[src/rtl/row_feeder.sv]
// Row feeder for one systolic-array row: a small FIFO of activation words followed
// by an issue register and SKEW delay stages that align the row with its neighbours.
module row_feeder #(
    parameter int DATA_WIDTH = 16,
    parameter int FIFO_DEPTH = 4,
    parameter int SKEW       = 0
) (
    input  logic                          clk,
    input  logic                          rst_n,
    input  logic [DATA_WIDTH-1:0]         in_data,
    input  logic                          in_valid,
    input  logic                          in_first,
    output logic                          in_ready,
    input  logic                          feed_en,
    input  logic                          flush,
    output logic [DATA_WIDTH-1:0]         row_input,
    output logic                          row_valid,
    output logic                          row_switch,
    output logic [$clog2(FIFO_DEPTH):0]   fifo_level,
    output logic                          idle
);

    localparam int PW = $clog2(FIFO_DEPTH);
    localparam int LW = PW + 1;

    // Handshake: a word moves upstream->buffer on a rising edge where in_valid && in_ready;
    // in_ready depends only on registered state, never on feed_en or in_valid.

    logic [DATA_WIDTH-1:0] mem_data [0:FIFO_DEPTH-1];
    logic [FIFO_DEPTH-1:0] mem_first;
    logic [PW-1:0]         wr_ptr;
    logic [PW-1:0]         rd_ptr;
    logic [LW-1:0]         level;
    logic                  rst_done;

    logic [DATA_WIDTH-1:0] st_data [0:SKEW];
    logic [SKEW:0]         st_first;
    logic [SKEW:0]         st_valid;

    logic push;
    logic pop;

    assign in_ready = rst_done && (level < LW'(FIFO_DEPTH));
    assign push     = in_valid && in_ready && !flush;
    assign pop      = feed_en && (level != '0) && !flush;

    // Storage carries no reset; validity is tracked entirely by level and the pointers.
    always_ff @(posedge clk) begin
        if (push) begin
            mem_data[wr_ptr]  <= in_data;
            mem_first[wr_ptr] <= in_first;
        end
    end

    always_ff @(posedge clk or negedge rst_n) begin
        if (!rst_n) begin
            wr_ptr   <= '0;
            rd_ptr   <= '0;
            level    <= '0;
            rst_done <= 1'b0;
        end else begin
            rst_done <= 1'b1;
            if (flush) begin
                wr_ptr <= '0;
                rd_ptr <= '0;
                level  <= '0;
            end else begin
                if (push) wr_ptr <= wr_ptr + PW'(1);
                if (pop)  rd_ptr <= rd_ptr + PW'(1);
                case ({push, pop})
                    2'b10:   level <= level + LW'(1);
                    2'b01:   level <= level - LW'(1);
                    default: level <= level;
                endcase
            end
        end
    end

    // Stage 0 is the issue register; stages 1..SKEW shift every cycle regardless of feed_en.
    always_ff @(posedge clk or negedge rst_n) begin
        if (!rst_n) begin
            st_valid <= '0;
            st_first <= '0;
            for (int i = 0; i <= SKEW; i++) st_data[i] <= '0;
        end else if (flush) begin
            st_valid <= '0;
            st_first <= '0;
            for (int i = 0; i <= SKEW; i++) st_data[i] <= '0;
        end else begin
            st_valid[0] <= pop;
            st_first[0] <= pop && mem_first[rd_ptr];
            st_data[0]  <= pop ? mem_data[rd_ptr] : '0;
            for (int i = 1; i <= SKEW; i++) begin
                st_valid[i] <= st_valid[i-1];
                st_first[i] <= st_first[i-1];
                st_data[i]  <= st_data[i-1];
            end
        end
    end

    assign row_valid  = st_valid[SKEW];
    assign row_input  = st_valid[SKEW] ? st_data[SKEW] : '0;
    assign row_switch = st_valid[SKEW] && st_first[SKEW];
    assign fifo_level = level;
    assign idle       = (level == '0) && (st_valid == '0);

endmodule

[config.mk]
export PLATFORM = sky130hd
export DESIGN_NAME = row_feeder
export DESIGN_NICKNAME = d
export VERILOG_FILES = /design/src/rtl/row_feeder.sv
export SDC_FILE = /design/constraint.sdc
export NUM_CORES = 1
export LEC_CHECK = 0
export ABC_AREA = 1
export CAP_MARGIN = 5
export CORE_ASPECT_RATIO = 1.75
export CORE_MARGIN = 1
export CORE_UTILIZATION = 35
export CTS_CLUSTER_SIZE = 14
export DETAILED_ROUTE_END_ITERATION = 6
export GPL_TIMING_DRIVEN = 1
export PLACE_DENSITY = 0.5
export SKIP_CTS_REPAIR_TIMING = 1
export SYNTH_ARGS = -nofsm -noshare
export SYNTH_HDL_FRONTEND = slang
export SYNTH_SLANG_ARGS = --single-unit
[constraint.sdc]
create_clock -name clk -period 4 [get_ports clk]
set_clock_uncertainty 0.1 [all_clocks]
set_input_delay 0.4 -clock clk [delete_from_list [all_inputs] [get_ports clk]]
set_output_delay 0.4 -clock clk [all_outputs]
set_load 0.01 [all_outputs]
==> results by group, run 1 <==
Synthesis
  – Post-synthesis cell count: 324
  – Main combinational cell family by area after synthesis: simple AND/OR/NAND/NOR gates
  – Simple-Gate Fraction of Synth Area: 12.9%
  – Cell variety after synth: 24
  – Post-synthesis cell type with the largest combined area: edfxtp_1
  – Post-synth top area share: 54.4%
  – EDFF count, synth: 68
  – Post-synthesis sequential area ratio: 71.8%
  – Avg Synthesized Cell Area: 11.6 um^2
  – Most numerous cell in the Yosys netlist: nor2_1
  – Mux contribution to synthesized area: 0%
  – Synthesized cell area: 0.00375 mm^2
  – Ranking of synthesized cells by area: edfxtp_1, dfrtp_1, nor2_1
  – Ys flop type: edfxtp_1
  – Post-synth ARST share: 27.7%
  – Post-Synth XOR/XNOR Area: 0.233%
  – Adder-Cell Fraction of Synth Area: 1.87%
  – Compound-Gate Fraction of Synth Area: 8.14%
  – Synth Warn #: 0
  – List of most frequent post-synthesis cells: nor2_1, edfxtp_1, nand2_1, o21ai_0, inv_1
  – FF+latch count, synth: 94
  – Syn nets: 351

Drt
  – DR WL/cell: 15.2 um
  – Uppermost layer routed: met4
  – Vias: 2371
  – Post-route DRC: 0
  – Initial DRC Count: 100
  – Met3 WL: 308 um
  – Metal2 WL: 3990 um
  – Final ANT Viol Nets: 0
  – DR pass1 iterations: 6
  – DRT Wirelength: 7680 um
  – Via density: 4.69
  – Met1 WL: 3220 um

Setup path
  – CP Capture Type: primary output
  – Number of cells on the worst reg-to-reg path: 12
  – Family with the most delay on the worst path: flip-flops
  – Buf/Inv on CP: 2
  – Worst-path cell chain: nand2_1, inv_1, clkdlybuf4s50_1
  – Start point of the critical path: row_valid$_DFF_PN0_
  – Crit start category: register
  – Arrival time at the worst endpoint: 1.88 ns
  – RR Endpoint: fifo_level[2]$_DFFE_PN0P_
  – Worst setup path class: register to primary output
  – Reg2reg start: fifo_level[2]$_DFFE_PN0P_
  – Critical path destination: row_input[4]
  – Reg-to-reg slack, setup: 1.97 ns
  – Critical path data required time: 3.50 ns
  – Slowest CP cell: dfrtp_1
  – Largest stage delay, worst path: 0.82 ns
  – Critical Path Stages: 3
  – Crit-path max FO: 19

Place
  – Port bufs: 44
  – Routability cong.: 0.749
  – Placed cells: 490
  – Hpwl dp: 4560 um

Timing
  – Final Hold Vio Count: 0
  – Fin crit period: 2.38 ns
  – Fin crit share: 59.5%
  – Setup TNS: 0 ns
  – Max Clock Freq: 420 MHz
  – Worst-Margin Slew: 0.797 ns
  – Final setup vio count: 0
  – RSZ-0062 raised after global routing: no
  – Max-slew headroom: 46.9%
  – Fin. max-slew vios: 0

Floorplanning
  – Die Wd: 80.3 um
  – Core box area: 0.0104 mm^2
  – Die area: 0.0112 mm^2
  – Boundary Pins: 45
  – Initial core utilization: 36.2%
  – Std cell rows: 49
  – Die height: 139 um

Finish
  – Post-Layout Cell Count: 506
  – Diode count: 0
  – Area Overhead vs Synth: 23.0%
  – # nets final: 401
  – Layout cells sized above 1: 7.92%

Power
  – Total power: 1.94 mW
  – Leak: 1.91 nW
  – VDD IR max: 0.253 mV
  – Pwr/cell area: 421 mW/mm^2

Clocking
  – H-Tree Level Count: 3
  – CTS sink cnt: 94
  – TritonCTS buffer count: 9
  – Clock Path Buffers: 2
  – CTS tree: built
  – CTS root buffer: clkbuf_16
  – Clock-pin slew on the worst setup and hold paths: 0.07 ns
  – Clk_lat worst skew: 0.34 ns

Flow run
  – Max Cap Viol: 0

Global route
  – GRT Total Usage: 15.6%
  – Pin count of the biggest net entering global routing: 37
  – First-pass GRT wire length: 12200 um
  – Initial antenna violation count: 0
  – Vias in the first global route: 2370
  – Global route overflow: 0

Outcome
  – Outcome: complete, no violations

Min path
  – Type of the most critical hold path: input port to async pin
-- where the power goes --
part	leakage, nW	total, mW	internal (mW)	switching (mW)
Clock	0.130	0.768	0.432	0.336
Combinational	0.805	0.103	0.0416	0.0612
Sequential	0.973	1.07	1.06	0.00802
Total	1.91	1.94	1.54	0.406
-- state kept, by name, indices dropped and copies added (netlist names) --
register    flops
mem_data       64
st_data        16
wr_ptr          2
st_first        1
row_valid       1
rd_ptr          2
fifo_level      3
rst_done        1
mem_first       4
-- worst min path at each step --
stage | from | to | slack (ns) | cells after the start
after floorplan | rst_n | fifo_level[0]$_DFFE_PN0P_ | 0.004 | 0
after global placement | mem_data[3][11]$_DFFE_PP_ | st_data[11]$_DFF_PN0_ | 0.41 | 2
after detailed placement | mem_data[3][4]$_DFFE_PP_ | st_data[4]$_DFF_PN0_ | 0.41 | 2
after CTS | rst_n | fifo_level[0]$_DFFE_PN0P_ | 0.37 | 2
after global routing | rst_n | st_data[14]$_DFF_PN0_ | 0.39 | 2
final | rst_n | fifo_level[0]$_DFFE_PN0P_ | 0.36 | 2
-- layer usage --
layer / GRT usage, % / up-vias
li1: - / 1166
met1: 19.0 / 1140
met2: 25.6 / 57
met3: 3.82 / 8
met4: 7.33 / 0
met5: 0 / -
-- final cells by class --
type                            instances  area [um^2]
Clock buffer                           11          243
Clock inverter                          5         25.0
Fill cell                             976         5750
Inverter                               33          124
Multi-Input combinational cell        184          871
Sequential cell                        94         2690
Tap cell                              127          159
Timing Repair Buffer                   52          500
-- cells by family after synthesis --
group                    after synthesis
AND/OR/NAND/NOR                      121
flip-flops                            94
AO/OA/AOI/OAI                         56
XOR/XNOR                               1
adder cells (fa/ha/maj)                5
buffers and inverters                 46
other                                  1
-- stage by stage --
step	hold WS (ns)	cell area, um^2	setup WS [ns]	util (%)
floorplan	0.00441	3750	1.88	-
global placement	0.405	4350	1.50	42.0
detailed placement	0.415	4350	1.45	42.0
CTS	0.366	4610	1.51	44.5
global route	0.387	4610	1.41	44.5
finish	0.356	4610	1.62	44.5
-- placed cells by master (no fill, tap or decap), drive strengths merged --
cell            n
nand3b          1
nand3           4
clkbuf         11
conb            1
clkinvlp        1
ha              4
nor2           78
clkdlybuf4s50  44
buf             8
fa              1
o21ai          36
dfrtp          26
nand2          38
edfxtp         68
a21oi          19
a21boi          1
xor2            1
inv            33
clkinv          4
Note: power is estimated with default switching activity, not from simulation.
==> run 2: changes to the inputs <==
--- a/config.mk
+++ b/config.mk
@@ -13,7 +13,7 @@
 export CTS_CLUSTER_SIZE = 14
 export DETAILED_ROUTE_END_ITERATION = 6
 export GPL_TIMING_DRIVEN = 1
-export PLACE_DENSITY = 0.5
+export PLACE_DENSITY = 0.52
 export SKIP_CTS_REPAIR_TIMING = 1
 export SYNTH_ARGS = -nofsm -noshare
 export SYNTH_HDL_FRONTEND = slang
==> constraint.sdc (replaced) <==
create_clock -name clk -period 2 [get_ports clk]
set_clock_uncertainty 0.1 [all_clocks]
set_input_delay 0.2 -clock clk [delete_from_list [all_inputs] [get_ports clk]]
set_output_delay 0.2 -clock clk [all_outputs]
set_load 0.01 [all_outputs]
==> results by group, run 2 (synthesis results as in run 1) <==
Outcome
  – Outcome: complete, no violations

Finish
  – Commonest cells after routing, fill and taps aside: nor2_1, edfxtp_1, clkdlybuf4s50_1
  – Area Overhead vs Synth: 26.5%
  – # nets final: 415 (+3.5%)
  – Diode count: 0 (unchanged)
  – Top reg by flops: mem_data
  – Largest register FFs: 64 (unchanged)
  – Commonest non-fill, non-tap cell in the layout: nor2_1
  – Largest regs: mem_data: 64 flops, st_data: 16 flops, mem_first: 4 flops
  – Layout cells sized above 1: 11.7% (+3.8 points)

Clocking
  – TritonCTS buffer count: 9 (unchanged)
  – Clock-pin slew on the worst setup and hold paths: 0.06 ns (about the same)
  – CTS tree: built
  – CTS sink cnt: 94 (unchanged)
  – Clk_lat worst skew: 0.33 ns (about the same)
  – H-Tree Level Count: 3 (unchanged)
  – CTS root buffer: clkbuf_16
  – Clock Path Buffers: 2 (unchanged)

Floorplanning
  – Die Wd: 80.3 um (unchanged)
  – Std cell rows: 49 (unchanged)
  – Die area: 0.0112 mm^2 (unchanged)
  – Initial core utilization: 36.2% (unchanged)
  – Core box area: 0.0104 mm^2 (unchanged)
  – Die height: 139 um (unchanged)
  – Boundary Pins: 45 (unchanged)

Global route
  – GRT Total Usage: 15.5% (-0.085 points)
  – Pin count of the biggest net entering global routing: 36 (-2.7%)
  – Vias in the first global route: 2479 (+4.6%)
  – First-pass GRT wire length: 12400 um (+1.2%)
  – Initial antenna violation count: 0 (unchanged)
  – Global route overflow: 0 (unchanged)

Drt
  – Via density: 4.72 (+0.80%)
  – Final ANT Viol Nets: 0 (unchanged)
  – DR WL/cell: 15.2 um (+0.41%)
  – DR pass1 iterations: 4 (-2)
  – DRT Wirelength: 7930 um (+3.2%)
  – Post-route DRC: 0 (unchanged)
  – Initial DRC Count: 131 (+31%)
  – Vias: 2456 (+3.6%)

Timing
  – Hold slack final: 0.158 ns (-0.198 ns)
  – Max-slew headroom: 65.4% (+19 points)
  – Fin crit period: 1.90 ns
  – Fin crit share: 94.8%
  – Worst-Margin Slew: 0.518 ns (-0.279 ns)
  – RSZ-0062 raised after global routing: no
  – Setup TNS: 0 ns (unchanged)
  – Final Hold Vio Count: 0 (unchanged)
  – Fin. max-slew vios: 0 (unchanged)
  – Max Clock Freq: 527 MHz
  – Final setup vio count: 0 (unchanged)

Flow run
  – Max Cap Viol: 0 (unchanged)

Setup path
  – Crit-path max FO: 8 (-11)
  – Number of cells on the worst reg-to-reg path: 12 (unchanged)
  – Critical path data required time: 1.70 ns (-1.80 ns)
  – CP Capture Type: primary output
  – Crit start category: register
  – Arrival time at the worst endpoint: 1.60 ns (-0.28 ns)
  – Worst setup path class: register to primary output

Power
  – VDD IR max: 0.469 mV (+86%)
  – Total power: 3.86 mW (+99%)
  – Pwr/cell area: 814 mW/mm^2 (+93%)
  – Leak: 1.98 nW (+3.8%)

Min path
  – Type of the most critical hold path: input port to async pin

Place
  – Port bufs: 44 (unchanged)
  – Hpwl dp: 5070 um (+11%)
  – Routability cong.: 0.777 (+3.8%)
run 2: cell type report:
class	count	area, um^2
Clock inverter	5	26.3
Multi-Input combinational cell	184	876
Fill cell	953	5620
Timing Repair Buffer	66	631
Clock buffer	11	233
Tap cell	127	159
Inverter	33	124
Sequential cell	94	2700
run 2: worst paths after layout:
check	to	startpoint	slack, ns
worst max-delay path	idle	row_valid$_DFF_PN0_	0.10
worst min-delay path	st_data[11]$_DFF_PN0_	rst_n	0.16
worst max register to register	fifo_level[2]$_DFFE_PN0P_	fifo_level[2]$_DFFE_PN0P_	0.14
worst min register to register	st_data[4]$_DFF_PN0_	mem_data[3][4]$_DFFE_PP_	0.42
max in group asynchronous	fifo_level[2]$_DFFE_PN0P_	rst_n	1.34
min in group clk	mem_data[2][7]$_DFFE_PP_	in_data[7]	0.40
run 2: metal layers:
| metal | vias to the layer above | track usage, % | share of wire [%] |
|---|---|---|---|
| li1 | 1191 | - | - |
| met1 | 1220 | 15.7 | 39 |
| met2 | 39 | 29.1 | 57 |
| met3 | 6 | 3.22 | 2.5 |
| met4 | 0 | 7.24 | 1.8 |
| met5 | - | 0 | 0 |
run 2: worst max-delay path, stage by stage, from the launching register on:
cell and delay (ns):
dfrtp_2 0.45, buf_4 0.19, nor2_1 0.10, clkdlybuf4s50_1 0.53
run 2: where the power goes:
part,switching (mW),internal [mW],leakage [nW],total (mW)
Sequential,0.0112,2.13,0.969,2.14
Clock,0.664,0.831,0.127,1.49
Combinational,0.133,0.0970,0.885,0.229
Total,0.807,3.05,1.98,3.86
run 2: stage by stage:
stage	utilization, %	std cells	worst slack [ns]	cell area [um^2]
floorplan	-	324	-0.123	3750
global placement	43.1	503	-0.0304	4470
detailed placement	43.1	503	-0.0654	4470
CTS	45.6	519	0.0142	4730
global route	45.8	520	0.00263	4740
finish	45.8	520	0.104	4740
==> run 3: changes to the inputs <==
==> constraint.sdc (replaced) <==
create_clock -name clk -period 2 [get_ports clk]
set_clock_uncertainty 0.1 [all_clocks]
set_input_delay 0.3 -clock clk [delete_from_list [all_inputs] [get_ports clk]]
set_output_delay 0.3 -clock clk [all_outputs]
set_load 0.01 [all_outputs]
==> results by group, run 3 (synthesis results as in run 1) <==
Drt
  – DR WL/cell: 14.9 um (-2.4%)
  – Initial DRC Count: 145 (+11%)
  – Post-route DRC: 0 (unchanged)
  – DRT Wirelength: 7750 um (-2.3%)
  – Via density: 4.63 (-2.1%)
  – Vias: 2410 (-1.9%)
  – Final ANT Viol Nets: 0 (unchanged)
  – DR pass1 iterations: 4 (unchanged)

Finish
  – Area Overhead vs Synth: 27.8%
  – Commonest cells after routing, fill and taps aside: nor2_1, edfxtp_1, clkdlybuf4s50_1
  – Design area: 0.00479 mm^2 (+1.0%)
  – # nets final: 416 (+0.24%)
  – Commonest non-fill, non-tap cell in the layout: nor2_1
  – Largest regs: mem_data: 64 flops, st_data: 16 flops, mem_first: 4 flops
  – Layout cells sized above 1: 11.7% (-0.030 points)
  – Largest register FFs: 64 (unchanged)
  – Top reg by flops: mem_data
  – Diode count: 0 (unchanged)

Setup path
  – Reg-to-reg slack, setup: 0.14 ns (about the same)
  – Number of cells on the worst reg-to-reg path: 11 (-1)
  – Worst-path cell chain: buf_6, nand2_1, inv_1, clkdlybuf4s50_1
  – RR Endpoint: fifo_level[2]$_DFFE_PN0P_
  – Worst setup path class: register to primary output
  – CP Capture Type: primary output
  – Crit-path max FO: 10 (+2)
  – Arrival time at the worst endpoint: 1.56 ns (-0.04 ns)
  – Reg2reg start: fifo_level[2]$_DFFE_PN0P_
  – Largest stage delay, worst path: 0.52 ns (about the same)
  – Crit start category: register
  – Slowest CP cell: clkdlybuf4s50_1
  – Critical path data required time: 1.60 ns (-0.10 ns)
  – Start point of the critical path: row_valid$_DFF_PN0_

Power
  – VDD IR max: 0.470 mV (about the same)
  – Pwr/cell area: 844 mW/mm^2 (+3.7%)
  – Leak: 2.02 nW (+2.2%)

Clocking
  – Clk_lat worst skew: 0.33 ns (about the same)
  – CTS tree: built
  – TritonCTS buffer count: 9 (unchanged)
  – CTS root buffer: clkbuf_16
  – CTS sink cnt: 94 (unchanged)
  – Clock Path Buffers: 2 (unchanged)
  – H-Tree Level Count: 3 (unchanged)
  – Clock-pin slew on the worst setup and hold paths: 0.06 ns (about the same)

Timing
  – Final Hold Vio Count: 0 (unchanged)
  – RSZ-0062 raised after global routing: yes
  – Max-slew headroom: 64.7% (-0.74 points)
  – Max Clock Freq: 509 MHz (-3.5%)
  – Fin crit share: 98.2% (+3.4 points)
  – Worst-Margin Slew: 0.529 ns (+0.0111 ns)
  – Fin. max-slew vios: 0 (unchanged)
  – Hold slack final: 0.261 ns (+0.104 ns)
  – Final worst slack: 0.0356 ns (-0.0685 ns)
  – Final setup vio count: 0 (unchanged)
  – Setup TNS: 0 ns (unchanged)
  – Fin crit period: 1.96 ns (+0.0685 ns)

Place
  – Place WS: -0.150 ns (-0.0841 ns)
  – Port bufs: 44 (unchanged)
  – Hpwl dp: 5010 um (-1.2%)
  – Routability cong.: 0.806 (+3.7%)
  – Placed cell area: 0.00445 mm^2 (-0.39%)

Floorplanning
  – Std cell rows: 49 (unchanged)
  – Boundary Pins: 45 (unchanged)
  – Initial core utilization: 36.2% (unchanged)
  – Core box area: 0.0104 mm^2 (unchanged)
  – Die Wd: 80.3 um (unchanged)
  – Die area: 0.0112 mm^2 (unchanged)
  – Die height: 139 um (unchanged)

Global route
  – GRT Total Usage: 15.3% (-0.18 points)
  – Pin count of the biggest net entering global routing: 36 (unchanged)
  – Global route overflow: 0 (unchanged)
  – First-pass GRT wire length: 12200 um (-1.7%)
  – Vias in the first global route: 2435 (-1.8%)
  – Initial antenna violation count: 0 (unchanged)

Flow run
  – Max Cap Viol: 0 (unchanged)

Min path
  – Type of the most critical hold path: input port to async pin

Outcome
  – Outcome: complete, no violations
[run 3: report_power, final]
group	internal [mW]	total, mW	switching, mW
Sequential	2.13	2.14	0.0106
Clock	1.03	1.68	0.654
Combinational	0.0978	0.229	0.132
Total	3.25	4.05	0.796
[run 3: metal layers]
layer | routed length (um) | global-route usage [%]
met1 | 2870 | 15.3
met2 | 4420 | 28.9
met3 | 267 | 3.29
met4 | 192 | 7.24
met5 | 0 | 0
[run 3: final cells by class]
cell class              count  area (um^2)
repair buffers             67          638
flip-flops and latches     94         2690
multi-input cells         184          876
inverters                  33          124
fillers                   986         5570
well taps                 127          159
clock inverters             4         45.0
clock buffers              12          256
[run 3: worst max-delay path: cells and delay by family, from the launching register on]
kind                   cells  cell delay, ns
flip-flops                 1            0.38
AND/OR/NAND/NOR            1            0.09
buffers and inverters      3            0.76
[run 3: stage by stage]
step | utilization, % | total power, mW | std cells
global placement | 43.0 | 2.40 | 504
global route | 46.3 | 4.20 | 521
floorplan | - | 2.28 | 324
CTS | 45.9 | 4.10 | 520
detailed placement | 43.0 | 2.41 | 504
finish | 46.3 | 4.05 | 521
[run 3: how the worst max path moves through the flow]
| stage | end | slack [ns] | cells past startpoint |
|---|---|---|---|
| global placement | fifo_level[2]$_DFFE_PN0P_ | -0.13 | 12 |
| finish | row_input[1] | 0.04 | 4 |
| floorplan | mem_data[0][0]$_DFFE_PP_ | -0.12 | 5 |
| global route | row_input[1] | -0.01 | 4 |
| CTS | idle | -0.10 | 4 |
| detailed placement | fifo_level[2]$_DFFE_PN0P_ | -0.15 | 12 |
